`config.mk`:
```
export PLATFORM = sky130hd
export DESIGN_NAME = avalon_burst_master
export DESIGN_NICKNAME = d
export VERILOG_FILES = /design/src/rtl/avalon_pkg.sv /design/src/rtl/burst_wr_fifo.sv /design/src/rtl/avalon_burst_master.sv
export SDC_FILE = /design/constraint.sdc
export NUM_CORES = 1
export LEC_CHECK = 0
export ABC_CLOCK_PERIOD_IN_PS = 10500
export CORE_MARGIN = 2
export CORE_UTILIZATION = 55
export DETAILED_ROUTE_END_ITERATION = 10
export GPL_TIMING_DRIVEN = 0
export PLACE_DENSITY = 0.79
export RECOVER_POWER = 25
export SYNTH_ARGS = -nofsm -noshare
export SYNTH_HDL_FRONTEND = slang
export SYNTH_SLANG_ARGS = --single-unit
```
`constraint.sdc`:
```
create_clock -name clk -period 10.5 [get_ports clk]
set_input_delay 3.15 -clock clk [delete_from_list [all_inputs] [get_ports clk]]
set_output_delay 3.15 -clock clk [all_outputs]
set_load 0.02 [all_outputs]
```
`src/rtl/avalon_pkg.sv`:
```
// Shared definitions for the Avalon-MM burst master: FSM encodings,
// response codes and default widths.
package avalon_pkg;

  localparam int ADDR_W_DEF     = 13;
  localparam int DATA_W_DEF     = 32;
  localparam int LEN_W_DEF      = 10;
  localparam int MAX_BURST_DEF  = 256;
  localparam int FIFO_DEPTH_DEF = 8;

  localparam logic [1:0] RESP_OKAY   = 2'b00;
  localparam logic [1:0] RESP_SLVERR = 2'b10;
  localparam logic [1:0] RESP_DECERR = 2'b11;

  typedef logic [2:0] state_t;

  localparam state_t ST_IDLE    = 3'd0;
  localparam state_t ST_WR_CMD  = 3'd1;
  localparam state_t ST_WR_BEAT = 3'd2;
  localparam state_t ST_RD_CMD  = 3'd3;
  localparam state_t ST_RD_DATA = 3'd4;
  localparam state_t ST_FINISH  = 3'd5;

endpackage

```
`src/rtl/burst_wr_fifo.sv`:
```
// Synchronous write-data FIFO. It shows the head word without a read
// latency and uses an extra pointer bit to tell full from empty.
module burst_wr_fifo #(
  parameter int DATA_W = 32,
  parameter int DEPTH  = 8
) (
  input  logic              clk,
  input  logic              n_rst,
  input  logic              push,
  input  logic [DATA_W-1:0] push_data,
  input  logic              pop,
  output logic [DATA_W-1:0] head,
  output logic              full,
  output logic              empty
);

  localparam int PTR_W = $clog2(DEPTH);

  logic [DATA_W-1:0] mem [DEPTH];
  logic [PTR_W:0]    wr_ptr;
  logic [PTR_W:0]    rd_ptr;
  logic              do_push;
  logic              do_pop;

  assign empty   = (wr_ptr == rd_ptr);
  assign full    = (wr_ptr[PTR_W] != rd_ptr[PTR_W]) &&
                   (wr_ptr[PTR_W-1:0] == rd_ptr[PTR_W-1:0]);
  assign head    = mem[rd_ptr[PTR_W-1:0]];
  assign do_push = push && !full;
  assign do_pop  = pop && !empty;

  always_ff @(posedge clk) begin
    if (do_push) mem[wr_ptr[PTR_W-1:0]] <= push_data;
  end

  always_ff @(posedge clk or negedge n_rst) begin
    if (!n_rst) begin
      wr_ptr <= '0;
      rd_ptr <= '0;
    end else begin
      if (do_push) wr_ptr <= wr_ptr + 1'b1;
      if (do_pop)  rd_ptr <= rd_ptr + 1'b1;
    end
  end

endmodule

```
`src/rtl/avalon_burst_master.sv`:
```
// Avalon-MM burst master that splits one command into bursts of at most MAX_BURST words.
// Define RESP_CHECK_EN to make a non-OKAY response on a data beat set the sticky error flag.
//
// state      | meaning
// -----------+-----------------------------------------------------------
// IDLE       | wait for cmd_start
// WR_CMD     | first write cycle of a burst (beginbursttransfer with write)
// WR_BEAT    | remaining write beats, paced by FIFO data and waitrequest
// RD_CMD     | read request held until the slave accepts it
// RD_DATA    | collect blen readdatavalid beats
// FINISH     | one-cycle done pulse
module avalon_burst_master
  import avalon_pkg::*;
#(
  parameter int ADDR_W     = ADDR_W_DEF,
  parameter int DATA_W     = DATA_W_DEF,
  parameter int LEN_W      = LEN_W_DEF,
  parameter int MAX_BURST  = MAX_BURST_DEF,
  parameter int FIFO_DEPTH = FIFO_DEPTH_DEF
) (
  input  logic              clk,
  input  logic              n_rst,
  input  logic              cmd_start,
  input  logic              cmd_write,
  input  logic [ADDR_W-1:0] cmd_addr,
  input  logic [LEN_W-1:0]  cmd_len,
  input  logic [DATA_W-1:0] wr_data,
  input  logic              wr_valid,
  output logic              wr_ready,
  output logic [DATA_W-1:0] rd_data,
  output logic              rd_valid,
  output logic              busy,
  output logic              done,
  output logic              error,
  output logic [ADDR_W-1:0] address,
  output logic [LEN_W-1:0]  burstcount,
  output logic              beginbursttransfer,
  output logic              write,
  output logic              read,
  output logic [DATA_W-1:0] writedata,
  input  logic [DATA_W-1:0] readdata,
  input  logic              readdatavalid,
  input  logic              waitrequest,
  input  logic [1:0]        response
);

  localparam logic [LEN_W-1:0] MAX_BLEN = LEN_W'(MAX_BURST);

  function automatic logic [LEN_W-1:0] clip_len(input logic [LEN_W-1:0] n);
    return (n > MAX_BLEN) ? MAX_BLEN : n;
  endfunction

  state_t            state;
  logic [ADDR_W-1:0] addr_q;
  logic [LEN_W-1:0]  rem_q;
  logic [LEN_W-1:0]  blen_q;
  logic [LEN_W-1:0]  beat_cnt;
  logic              first_q;

  logic [DATA_W-1:0] fifo_head;
  logic              fifo_full;
  logic              fifo_empty;
  logic              wr_phase;
  logic              bus_active;
  logic              wr_accept;
  logic              rd_beat;
  logic              beat_step;
  logic              burst_last;
  logic              stray_rdv;
  logic              resp_bad;
  logic [LEN_W-1:0]  rem_after;
  logic [LEN_W-1:0]  blen_after;

  burst_wr_fifo #(
    .DATA_W (DATA_W),
    .DEPTH  (FIFO_DEPTH)
  ) u_fifo (
    .clk       (clk),
    .n_rst     (n_rst),
    .push      (wr_valid && !fifo_full),
    .push_data (wr_data),
    .pop       (wr_accept),
    .head      (fifo_head),
    .full      (fifo_full),
    .empty     (fifo_empty)
  );

  assign wr_phase           = (state == ST_WR_CMD) || (state == ST_WR_BEAT);
  assign write              = wr_phase && !fifo_empty;
  assign read               = (state == ST_RD_CMD);
  // The burst marker goes with the first cycle that write is up, even if that beat is stalled.
  assign beginbursttransfer = ((state == ST_WR_CMD) && !fifo_empty) || (read && first_q);
  assign bus_active         = write || read;
  assign address            = bus_active ? addr_q : '0;
  assign burstcount         = bus_active ? blen_q : '0;
  assign writedata          = write ? fifo_head : '0;
  assign wr_ready           = !fifo_full;
  assign busy               = (state != ST_IDLE) && (state != ST_FINISH);
  assign done               = (state == ST_FINISH);

  assign wr_accept  = write && !waitrequest;
  assign rd_beat    = (state == ST_RD_DATA) && readdatavalid;
  assign beat_step  = wr_accept || rd_beat;
  assign burst_last = beat_step && (beat_cnt == LEN_W'(1));
  assign rem_after  = rem_q - blen_q;
  assign blen_after = clip_len(rem_after);
  assign stray_rdv  = readdatavalid && (state != ST_RD_DATA);

`ifdef RESP_CHECK_EN
  assign resp_bad = (wr_accept || readdatavalid) && (response != RESP_OKAY);
`else
  logic unused_response;
  assign unused_response = ^response;
  assign resp_bad        = 1'b0;
`endif

  always_ff @(posedge clk or negedge n_rst) begin
    if (!n_rst) begin
      state    <= ST_IDLE;
      addr_q   <= '0;
      rem_q    <= '0;
      blen_q   <= '0;
      beat_cnt <= '0;
      first_q  <= 1'b0;
      error    <= 1'b0;
      rd_valid <= 1'b0;
      rd_data  <= '0;
    end else begin
      rd_valid <= rd_beat;
      if (rd_beat) rd_data <= readdata;

      case (state)
        ST_IDLE: begin
          if (cmd_start) begin
            error <= 1'b0;
            if (cmd_len == '0) begin
              state <= ST_FINISH;
            end else begin
              addr_q   <= cmd_addr;
              rem_q    <= cmd_len;
              blen_q   <= clip_len(cmd_len);
              beat_cnt <= clip_len(cmd_len);
              first_q  <= !cmd_write;
              state    <= cmd_write ? ST_WR_CMD : ST_RD_CMD;
            end
          end
        end
        ST_WR_CMD: begin
          if (write) state <= ST_WR_BEAT;
        end
        ST_RD_CMD: begin
          first_q <= 1'b0;
          if (!waitrequest) state <= ST_RD_DATA;
        end
        ST_FINISH: state <= ST_IDLE;
        ST_WR_BEAT, ST_RD_DATA: ;
        default: state <= ST_IDLE;
      endcase

      // End of burst overrides the per-state transitions above.
      if (beat_step) begin
        if (burst_last) begin
          addr_q   <= addr_q + ADDR_W'(blen_q);
          rem_q    <= rem_after;
          blen_q   <= blen_after;
          beat_cnt <= blen_after;
          if (rem_after == '0) begin
            state <= ST_FINISH;
          end else if (state == ST_RD_DATA) begin
            state   <= ST_RD_CMD;
            first_q <= 1'b1;
          end else begin
            state <= ST_WR_CMD;
          end
        end else begin
          beat_cnt <= beat_cnt - LEN_W'(1);
        end
      end

      if (stray_rdv || resp_bad) error <= 1'b1;
    end
  end

endmodule
```
==> impl_results.rst <==
.. list-table::
   :header-rows: 1

   * - Metric
     - Value
   * - Sum of routed wire length over all layers
     - 37200 µm
   * - Portion of the clock cycle consumed by the worst path in the final layout
     - 0.700
   * - Distinct cell type count after synthesis
     - 63
   * - Most instantiated library cell after synthesis
     - sky130_fd_sc_hd__edfxtp_1
   * - Met1 Usage GRT
     - 0.342
   * - Crit-path slowest cell
     - sky130_fd_sc_hd__clkdlybuf4s50_1
   * - First-pass GRT wire length
     - 56600 µm
   * - Layout cell share with drive strength beyond 1
     - 0.179
   * - Commonest cells in the synthesized netlist
     - sky130_fd_sc_hd__edfxtp_1 (256), sky130_fd_sc_hd__dfrtp_1 (89), sky130_fd_sc_hd__nor2_1 (81)
   * - Placeable core region
     - 0.0270 mm²
   * - Clock slew at reported path FFs
     - 0.06 ns
   * - Period minus WS final
     - 7.35 ns
   * - Count of buffers inserted at the top-level ports
     - 188
   * - Maximum Capacitance Violations
     - 1
   * - Fin. max-slew vios
     - 72
   * - Detailed-route wire length per cell
     - 23.2 µm
   * - DIE HEIGHT
     - 170 µm
   * - Syn nets
     - 1098
   * - Leading cell types by total area after synthesis
     - sky130_fd_sc_hd__edfxtp_1 (51%), sky130_fd_sc_hd__dfrtp_1 (15%), sky130_fd_sc_hd__mux4_2 (9.6%)
   * - Horiz. Die Dim
     - 170 µm
   * - Clock Tree Root
     - sky130_fd_sc_hd__clkbuf_16
   * - Required time at the endpoint of the critical path
     - 7.35 ns
   * - GRT Residual Overflow
     - 0
   * - Busiest layer in global routing
     - met2
   * - Number of design-rule violations left by the first detailed-router iteration
     - 1002
   * - Top fanout value on the critical path
     - 10
   * - Clock tree from TritonCTS
     - yes
   * - Worst hold-check path type
     - reg -> reg
   * - Longest individual stage delay on the worst path
     - 0.56 ns
   * - Routability Congestion
     - 0.861
   * - Number of antenna violations at the first check in global routing
     - 3
   * - Standard-cell row count
     - 60
   * - Effective utilization at floorplan
     - 0.560
   * - Post-synthesis sequential area ratio
     - 0.657
   * - Number of antenna-violating nets in the routed design
     - 0
   * - Number of gates given a new drive strength after cts
     - 0
   * - Dominant register cell in the synthesized netlist
     - sky130_fd_sc_hd__edfxtp_1
   * - Peak supply drop
     - 0.277 mV
   * - Setup Total Neg Slack
     - 0 ns
   * - Fraction of synthesis flops using an asynchronous set or reset pin
     - 0.258
   * - RSZ-0062 raised after global routing
     - no
   * - TritonCTS buffer count
     - 37
   * - Total die area
     - 0.0288 mm²
   * - Final cell count without fillers
     - 1606
   * - P&R area growth vs syn
     - 25.6%
   * - Tightest slew margin relative to the limit
     - -1.52
   * - Number of cells produced by synthesis
     - 977
   * - Buffers from clock root to sink, at most
     - 3
   * - Met2 track utilization from global routing
     - 0.433
   * - Slew at the pin closest to its max-slew limit
     - 3.78 ns
   * - Detailed Routing Iterations Pass 1
     - 7
   * - Overall via count from detail_route
     - 9798
   * - FILL cells
     - 1745
   * - Yosys top cell area share
     - 0.510
   * - Nets@finish
     - 1356
   * - Final count of hold timing violations
     - 0
   * - Pwr/cell area
     - 333 mW/mm²
   * - Pin count of the biggest net entering global routing
     - 72
   * - Signal arrival time at the worst endpoint
     - 4.20 ns
   * - Clock sink count
     - 345
   * - Number of failing setup endpoints in the final timing report
     - 0
   * - Number of post-CTS setup repair buffers
     - 0
   * - Number of register bits inferred by synthesis
     - 345
   * - Dominant cell type by area after synthesis
     - sky130_fd_sc_hd__edfxtp_1
   * - Synthesized area divided by synthesized cell count
     - 15.4 µm²
   * - Classification of the worst setup path
     - reg -> out
   * - Routing usage on met3
     - 0.0557
   * - Hold-fix buffer count after cts
     - 0
   * - Number of I/O pins
     - 191
   * - Cell Chain, Critical Path
     - clkbuf_1 -> xor2_1 -> or4_4 -> nand2_1 -> inv_1 -> nor2_1 -> clkbuf_1 -> nor2_1 -> clkdlybuf4s50_1
   * - Number of remaining DRC errors
     - 0
   * - Lkg Pwr
     - 6.96 nW
   * - HPWL after detailed placement
     - 24900 µm
   * - Clock latency reported for the late side of the worst-skew pair
     - 0.53 ns
   * - Maximum operating frequency
     - 0.136 GHz
   * - Status
     - complete, but fails checks
   * - Total track usage
     - 0.261
   * - Number of enable-type register cells in the synthesized netlist
     - 256
   * - Number of warnings reported in the yosys synthesis log
     - 0
   * - Via density
     - 6.10
   * - Total placed cells including tap cells
     - 1537
   * - Setup crit start kind
     - register
   * - CP endpoint kind
     - primary output
   * - Number of H-tree levels
     - 2
   * - Post-synth design cell area
     - 0.0151 mm²
   * - Clock tree skew after final layout
     - 0.0169 ns
   * - Number of global-route vias before repair
     - 10036
   * - Failing checks
     - max-capacitance violations, max-slew violations
cell families (layout without fill, tap and decap cells):
| family | Yosys count | in the layout | share of synthesized area |
|---|---|---|---|
| flops | 345 | 345 | 0.657 |
| simple gates | 245 | 245 | 0.0786 |
| mux | 135 | 135 | 0.146 |
| compound gates | 131 | 131 | 0.0618 |
| buf+inv | 71 | 357 | 0.0205 |
| fa+ha+maj | 25 | 25 | 0.0217 |
| xor+xnor | 25 | 25 | 0.0145 |
| other cells | 0 | 2 | 0 |
cell type report:
| type | count | area, µm² | area share |
|---|---|---|---|
| diodes | 2 | 5.00 | 0.000264 |
| flip-flops and latches | 345 | 9910 | 0.523 |
| well taps | 341 | 427 | 0.0225 |
| clock inverters | 23 | 209 | 0.0110 |
| plain buffers | 53 | 241 | 0.0127 |
| inverters | 18 | 67.6 | 0.00357 |
| multi-input cells | 561 | 4900 | 0.259 |
| clock buffers | 44 | 983 | 0.0519 |
| repair buffers | 219 | 2190 | 0.116 |
where the power goes:
group	internal [W]	switching (W)	total, W	leakage, nW
combinational	0.00134	0.00176	0.00310	2.95
sequential	0.00179	0.000151	0.00194	3.44
clock	0.000728	0.000539	0.00127	0.569
worst max-delay path, delay by kind of cell (launching register included):
kind,cells,cell delay [ns]
DFF,1,0.35
xor gates and xnor gates,1,0.16
and+or+nand+nor,4,1.59
buffers and inverters,4,1.56
layout by cell type (no fill, tap or decap), types with 11 or more instances in the layout:
master	Yosys	final
sky130_fd_sc_hd__mux2_2	34	34
sky130_fd_sc_hd__nor2b_1	25	25
sky130_fd_sc_hd__clkbuf_16	0	38
sky130_fd_sc_hd__dfrtp_1	89	89
sky130_fd_sc_hd__and3_1	13	13
sky130_fd_sc_hd__clkbuf_1	28	35
sky130_fd_sc_hd__xor2_1	16	16
sky130_fd_sc_hd__a21oi_1	33	33
sky130_fd_sc_hd__mux2i_1	37	37
sky130_fd_sc_hd__buf_6	3	21
sky130_fd_sc_hd__dlygate4sd3_1	0	16
sky130_fd_sc_hd__nand2b_1	12	12
sky130_fd_sc_hd__ha_1	23	23
sky130_fd_sc_hd__nand2_1	62	62
sky130_fd_sc_hd__mux4_2	64	64
sky130_fd_sc_hd__inv_1	18	18
sky130_fd_sc_hd__edfxtp_1	256	256
sky130_fd_sc_hd__nor2_1	81	80
sky130_fd_sc_hd__buf_2	13	13
sky130_fd_sc_hd__clkdlybuf4s50_1	0	171
sky130_fd_sc_hd__a31oi_1	12	12
sky130_fd_sc_hd__o21ai_0	18	18
sky130_fd_sc_hd__buf_4	1	11
registers in the layout, summed over array words and instances (netlist names):
name and cells:
beat_cnt 10, state 3, error 1, blen_q 10
rd_data 32, u_fifo.wr_ptr 4, rem_q 10, u_fifo.mem 256
u_fifo.rd_ptr 4, addr_q 13, first_q 1, rd_valid 1
per-layer routing:
| metal | part of all wire | routed length (µm) |
|---|---|---|
| met5 | 0.00030 | 11 |
| met4 | 0.031 | 1150 |
| met3 | 0.089 | 3310 |
| met2 | 0.49 | 18100 |
| met1 | 0.39 | 14600 |
metrics by stage:
step	hold WS [ns]	total power, W	area [µm²]	setup slack, ns	utilization
floorplan	0.446	0.00386	15100	3.36	-
global placement	0.469	0.00492	17400	-0.431	0.645
detailed placement	0.471	0.00503	17800	3.70	0.660
CTS	0.478	0.00633	19000	3.14	0.704
global route	0.485	0.00663	18900	2.61	0.703
finish	0.480	0.00631	18900	3.15	0.703
final timing paths:
path,start,endpoint,slack (ns),cells after the start
worst min register to register,beat_cnt[9],beat_cnt[9],0.48,1
worst max register to register,blen_q[0],blen_q[4],7.30,10
worst min-delay path,beat_cnt[9],beat_cnt[9],0.48,1
max in group asynchronous,n_rst,rd_data[12],3.55,2
worst max-delay path,u_fifo.wr_ptr[1],burstcount[7],3.15,9
min in group asynchronous,n_rst,addr_q[2],2.80,1
Note: power is estimated with default switching activity, not from simulation.
